--- src/rtl/fetch_pc_unit.sv ---
// PC and instruction-fetch front end: owns the PC, drives a 1-cycle-latency
// instruction RAM, and registers returned words into the IR with a 1-entry skid.
module fetch_pc_unit #(
  parameter int          IMEM_AW      = 8,
  parameter logic [31:0] RESET_VECTOR = 32'h0000_0000
) (
  input  logic               clk,
  input  logic               rst_n,
  input  logic [1:0]         sel_pc,
  input  logic               load_pc,
  input  logic               stall_pc,
  input  logic [31:0]        branch_target,
  input  logic [31:0]        reg_target,
  input  logic [31:0]        imem_rdata,
  output logic [IMEM_AW-1:0] imem_addr,
  output logic               imem_rd_en,
  output logic [31:0]        pc_out,
  output logic [31:0]        instr_out,
  output logic [31:0]        instr_pc,
  output logic               instr_valid,
  output logic               align_fault,
  output logic [31:0]        fetch_count
);

  typedef enum logic {
    IDLE = 1'b0,
    RUN  = 1'b1
  } state_t;

  state_t      state_reg;
  state_t      state_next;

  logic [31:0] pc_reg;
  logic        req_valid_reg;
  logic [31:0] req_pc_reg;
  logic        skid_valid_reg;
  logic [31:0] skid_data_reg;
  logic [31:0] skid_pc_reg;
  logic [31:0] ir_reg;
  logic [31:0] ir_pc_reg;
  logic        ir_valid_reg;
  logic        align_fault_reg;
  logic [31:0] fetch_count_reg;

  logic [31:0] redirect_target;
  logic        issue;
  logic        ir_load;
  logic [31:0] ir_data_next;
  logic [31:0] ir_pc_next;

  // Control FSM: the first redirect starts fetching; only reset returns to IDLE.
  always_ff @(posedge clk or negedge rst_n) begin
    if (!rst_n) begin
      state_reg <= IDLE;
    end else begin
      state_reg <= state_next;
    end
  end

  always_comb begin
    state_next = state_reg;
    issue      = 1'b0;
    case (state_reg)
      IDLE: begin
        if (load_pc) begin
          state_next = RUN;
        end
      end
      RUN: begin
        issue = !load_pc && !stall_pc;
      end
      default: begin
        state_next = IDLE;
      end
    endcase
  end

  always_comb begin
    case (sel_pc)
      2'b00:   redirect_target = pc_reg + 32'd4;
      2'b01:   redirect_target = RESET_VECTOR;
      2'b10:   redirect_target = branch_target;
      default: redirect_target = reg_target;
    endcase
  end

  // A live RAM response takes precedence over the skid; both can never be
  // pending at once because a stall always leaves req_valid cleared.
  always_comb begin
    ir_load      = 1'b0;
    ir_data_next = imem_rdata;
    ir_pc_next   = req_pc_reg;
    if (state_reg == RUN && !load_pc && !stall_pc) begin
      if (req_valid_reg) begin
        ir_load = 1'b1;
      end else if (skid_valid_reg) begin
        ir_load      = 1'b1;
        ir_data_next = skid_data_reg;
        ir_pc_next   = skid_pc_reg;
      end
    end
  end

  always_ff @(posedge clk or negedge rst_n) begin
    if (!rst_n) begin
      pc_reg          <= RESET_VECTOR;
      req_valid_reg   <= 1'b0;
      req_pc_reg      <= 32'd0;
      skid_valid_reg  <= 1'b0;
      skid_data_reg   <= 32'd0;
      skid_pc_reg     <= 32'd0;
      ir_reg          <= 32'd0;
      ir_pc_reg       <= 32'd0;
      ir_valid_reg    <= 1'b0;
      align_fault_reg <= 1'b0;
      fetch_count_reg <= 32'd0;
    end else begin
      align_fault_reg <= load_pc && (redirect_target[1:0] != 2'b00);
      req_valid_reg   <= issue;
      if (issue) begin
        req_pc_reg <= pc_reg;
      end
      if (load_pc) begin
        // Redirect squashes whatever is in flight or parked in the skid.
        pc_reg         <= {redirect_target[31:2], 2'b00};
        skid_valid_reg <= 1'b0;
        ir_valid_reg   <= 1'b0;
      end else if (state_reg == RUN) begin
        if (stall_pc) begin
          if (req_valid_reg) begin
            skid_valid_reg <= 1'b1;
            skid_data_reg  <= imem_rdata;
            skid_pc_reg    <= req_pc_reg;
          end
        end else begin
          pc_reg <= pc_reg + 32'd4;
          if (ir_load) begin
            ir_reg          <= ir_data_next;
            ir_pc_reg       <= ir_pc_next;
            ir_valid_reg    <= 1'b1;
            fetch_count_reg <= fetch_count_reg + 32'd1;
            skid_valid_reg  <= 1'b0;
          end else begin
            ir_valid_reg <= 1'b0;
          end
        end
      end
    end
  end

  assign imem_rd_en  = issue;
  assign imem_addr   = pc_reg[IMEM_AW+1:2];
  assign pc_out      = pc_reg;
  assign instr_out   = ir_reg;
  assign instr_pc    = ir_pc_reg;
  assign instr_valid = ir_valid_reg;
  assign align_fault = align_fault_reg;
  assign fetch_count = fetch_count_reg;

endmodule

--- config.mk ---
export PLATFORM = sky130hd
export DESIGN_NAME = fetch_pc_unit
export DESIGN_NICKNAME = d
export VERILOG_FILES = /design/src/rtl/fetch_pc_unit.sv
export SDC_FILE = /design/constraint.sdc
export NUM_CORES = 1
export LEC_CHECK = 0
export BUFFER_PORTS_ARGS = -buffer_cell sky130_fd_sc_hd__buf_2
export CAP_MARGIN = 20
export CORE_UTILIZATION = 25
export DETAILED_ROUTE_END_ITERATION = 8
export GPL_ROUTABILITY_DRIVEN = 0
export PLACE_DENSITY = 0.53
export SYNTH_ARGS = -nofsm -noshare
export SYNTH_HDL_FRONTEND = slang
export SYNTH_SLANG_ARGS = --single-unit
--- constraint.sdc ---
create_clock -name clk -period 2 [get_ports clk]
set_clock_uncertainty 0.2 [all_clocks]
set_input_delay 0.2 -clock clk [delete_from_list [all_inputs] [get_ports clk]]
set_output_delay 0.2 -clock clk [all_outputs]
set_load 0.1 [all_outputs]
==> flow_metrics.env <==
export IMPL_status="complete, no violations"
export IMPL_ir_worst_vdd_v=0.000644
export IMPL_finalWirelength_um=28500
export IMPL_nNetsFinal=1370
export IMPL_synth_seq_cells=221
export IMPL_cts_buffer_depth=3
export IMPL_drt_iter0_drc=329
export IMPL_clock_sinks=221
export IMPL_diodes=0
export IMPL_cts_root_buf="clkbuf_16"
export IMPL_final_cells=1809
export IMPL_slowest_delay_ps=530
export IMPL_worstPathArrival_ps=2200
export IMPL_vias=8021
export IMPL_port_buffers=236
export IMPL_drive_gt1_share_pct=42.8
export IMPL_antenna_found_initial=0
export IMPL_die_w_um=204
export IMPL_drv_cap=0
export IMPL_synth_warnings=0
export IMPL_critPathBufInv=3
export IMPL_clk_latency_ps=540
export IMPL_slew_viol_final=0
export IMPL_end_kind="flop"
export IMPL_syn2layout_area_growth_pct=44.8
export IMPL_r2r_start="fetch_count[2]$_DFFE_PN0P_"
export IMPL_grtUsageTotal_pct=13.6
export IMPL_rr_worst_depth=6
export IMPL_viasPerCell=4.43
export IMPL_crit_required_ps=2220
export IMPL_netlist_area_sq_mm=0.0102
export IMPL_drtAntennaViolNets=0
export IMPL_min_period_ps=1980
export IMPL_rsz0062_at_grt="true"
export IMPL_async_flop_share_pct=100
export IMPL_cts_buffers=26
export IMPL_relSlewSlack_pct=61.9
export IMPL_crit_slowest_cell="dlygate4sd3_1"
export IMPL_synthCells=865
export IMPL_setup_violations=0
export IMPL_worstSetupPathType="input port to flop"
export IMPL_leakagePower_nw=6.78
export IMPL_dp_final_hpwl_um=19600
export IMPL_dpl_cell_count=1637
export IMPL_max_freq_mhz=505
export IMPL_drc=0
export IMPL_grt_overflow_total=0
export IMPL_layout_setup_ws_ps=21.0
export IMPL_die_area_sq_mm=0.0416
export IMPL_clkTransAtPathRegs_ps=60
export IMPL_yosysSeqAreaShare_pct=54.3
export IMPL_worst_slew_pin_slew_ps=572
export IMPL_crit_family="simple AND/OR/NAND/NOR gates"
export IMPL_path_depth=8
export IMPL_ys_types=59
export IMPL_path_cells="dlygate4sd3_1 -> buf_2 -> and4bb_2 -> nand4_1 -> buf_4 -> nor3_4 -> nand3_1 -> xnor2_1"
export IMPL_rows=73
export IMPL_hold_path_class="input port to async pin"
export IMPL_path_max_fanout=6
export IMPL_grt_max_degree=65
export IMPL_pre_cts_slack_ps=-34.3
export IMPL_fin_crit_sh_pct=99.0
export IMPL_worstSetupStartpointType="input port"
export IMPL_ys_flop_type="dfrtp_1"
export IMPL_firstDrtPassIters=5
export IMPL_cts_tree="done"
export IMPL_grt_pass1_wl_um=45000
export IMPL_synth_edf_count=0
export IMPL_start_util_pct=25.5
export IMPL_htree_levels=1
export IMPL_hold_viol=0
export IMPL_grt_pass1_vias=8096
export IMPL_coreArea_sq_mm=0.0399
export IMPL_p_per_area_mw_per_mm2=1190
export IMPL_wire_per_inst_um=15.8
export IMPL_synth_avg_cell_area_sq_um=11.8
export IMPL_io_pins=241
export IMPL_critPathLaunch="load_pc"
export IMPL_fp_dieH_um=204
Yosys cell counts, types with 17 or more instances:
cell type | n | area [sq um]
mux2_2 | 97 | 1090
buf_2 | 20 | 100
xnor2_1 | 17 | 149
nand3_1 | 21 | 105
buf_4 | 20 | 150
nor2_1 | 26 | 97.6
o21ai_0 | 64 | 320
nand4_1 | 25 | 156
clkbuf_1 | 19 | 71.3
xor2_1 | 21 | 184
nand2_1 | 97 | 364
mux2i_1 | 87 | 871
dfrtp_1 | 221 | 5530
report_power, final:
part / internal (mW) / leakage [nW] / total, mW / switching, mW
Combinational: 1.52 / 3.61 / 6.49 / 4.97
Sequential: 5.52 / 2.74 / 6.16 / 0.642
Clock: 3.04 / 0.425 / 4.94 / 1.90
stage by stage:
step / hold slack (ps) / total power, mW / utilization [%] / setup TNS (ps) / instance area, sq um
2_1_floorplan: -296 / 11.1 / - / -654 / 10400
3_3_place_gp: 5.95 / 12.5 / 31.4 / -13.1 / 12500
3_5_place_dp: 13.4 / 12.5 / 31.4 / -115 / 12500
4_1_cts: 1.77 / 17.8 / 36.2 / -116 / 14500
5_1_grt: 61.6 / 18.4 / 36.9 / -136 / 14700
6_report: 9.33 / 17.6 / 36.9 / 0 / 14700
worst register-to-register path: stages (launching register included):
cell      delay, ps
dfrtp_4         450
and4bb_2        340
nand4_1         150
buf_4           180
nor3_4          270
nand3_1         130
xnor2_1         130
cells by family (layout without fill, tap and decap cells):
family,after synthesis,count (layout),share of synthesized area (%)
and+or+nand+nor,217,217,11.3
DFF,221,221,54.3
xor gates and xnor gates,38,38,3.27
buffers and inverters,68,484,3.57
AOI/OAI and AO/OA,134,134,8.00
muxes,184,184,19.3
adders and majority gates,2,2,0.246
other,1,4,0.0368
path summary, 6_finish.rpt:
kind,end,slack (ps)
min in group clk,pc_out[19]$_DFFE_PN0P_,40
setup / recovery,fetch_count[13]$_DFFE_PN0P_,20
max in group asynchronous,instr_pc[23]$_DFFE_PN0P_,900
hold reg to reg,fetch_count[31]$_DFFE_PN0P_,270
hold / removal,fetch_count[17]$_DFFE_PN0P_,9
setup reg to reg,fetch_count[13]$_DFFE_PN0P_,30
cell usage in the layout (no fill, tap or decap), types with 4 or more instances in the layout:
cell type	count
a21oi_1	12
a31oi_1	7
and2_1	5
and3_1	6
buf_12	11
buf_2	223
buf_4	92
clkbuf_1	8
clkbuf_16	27
clkbuf_4	4
clkbuf_8	5
conb_1	4
dfrtp_1	171
dfrtp_2	20
dfrtp_4	30
dlygate4sd3_1	96
inv_1	7
mux2_2	97
mux2i_1	87
nand2_1	96
nand3_1	20
nand4_1	25
nor2_1	26
nor3_2	4
o21ai_0	61
o21ai_1	15
o221ai_1	4
o22ai_1	10
o311ai_1	4
or3_1	4
xnor2_1	17
xor2_1	21
what timing repair did:
action / CTS / global route
hold buffers: 96 / 0
gates resized for setup: 10 / 17
pin swaps: 1 / 15
gates cloned: 1 / 1
buffers inserted: 2 / 26
setup endpoints to repair: 21 / 60
endpoints found under the hold margin: 317 / 0
layer usage:
metal	vias up	GRT usage, %	wire length [um]
met5	-	0	0
met4	0	4.08	638
met3	41	2.95	1620
met2	203	21.5	12900
met1	3883	18.6	13400
li1	3894	-	-
final cells by class:
class,count,area (sq um)
clock buffers,40,774
fillers,3948,25200
repair buffers,431,3100
flip-flops and latches,221,5670
clock inverters,6,114
multi-input cells,579,4410
well taps,525,657
inverters,7,26.3
Power figures use the tool's default switching activity.
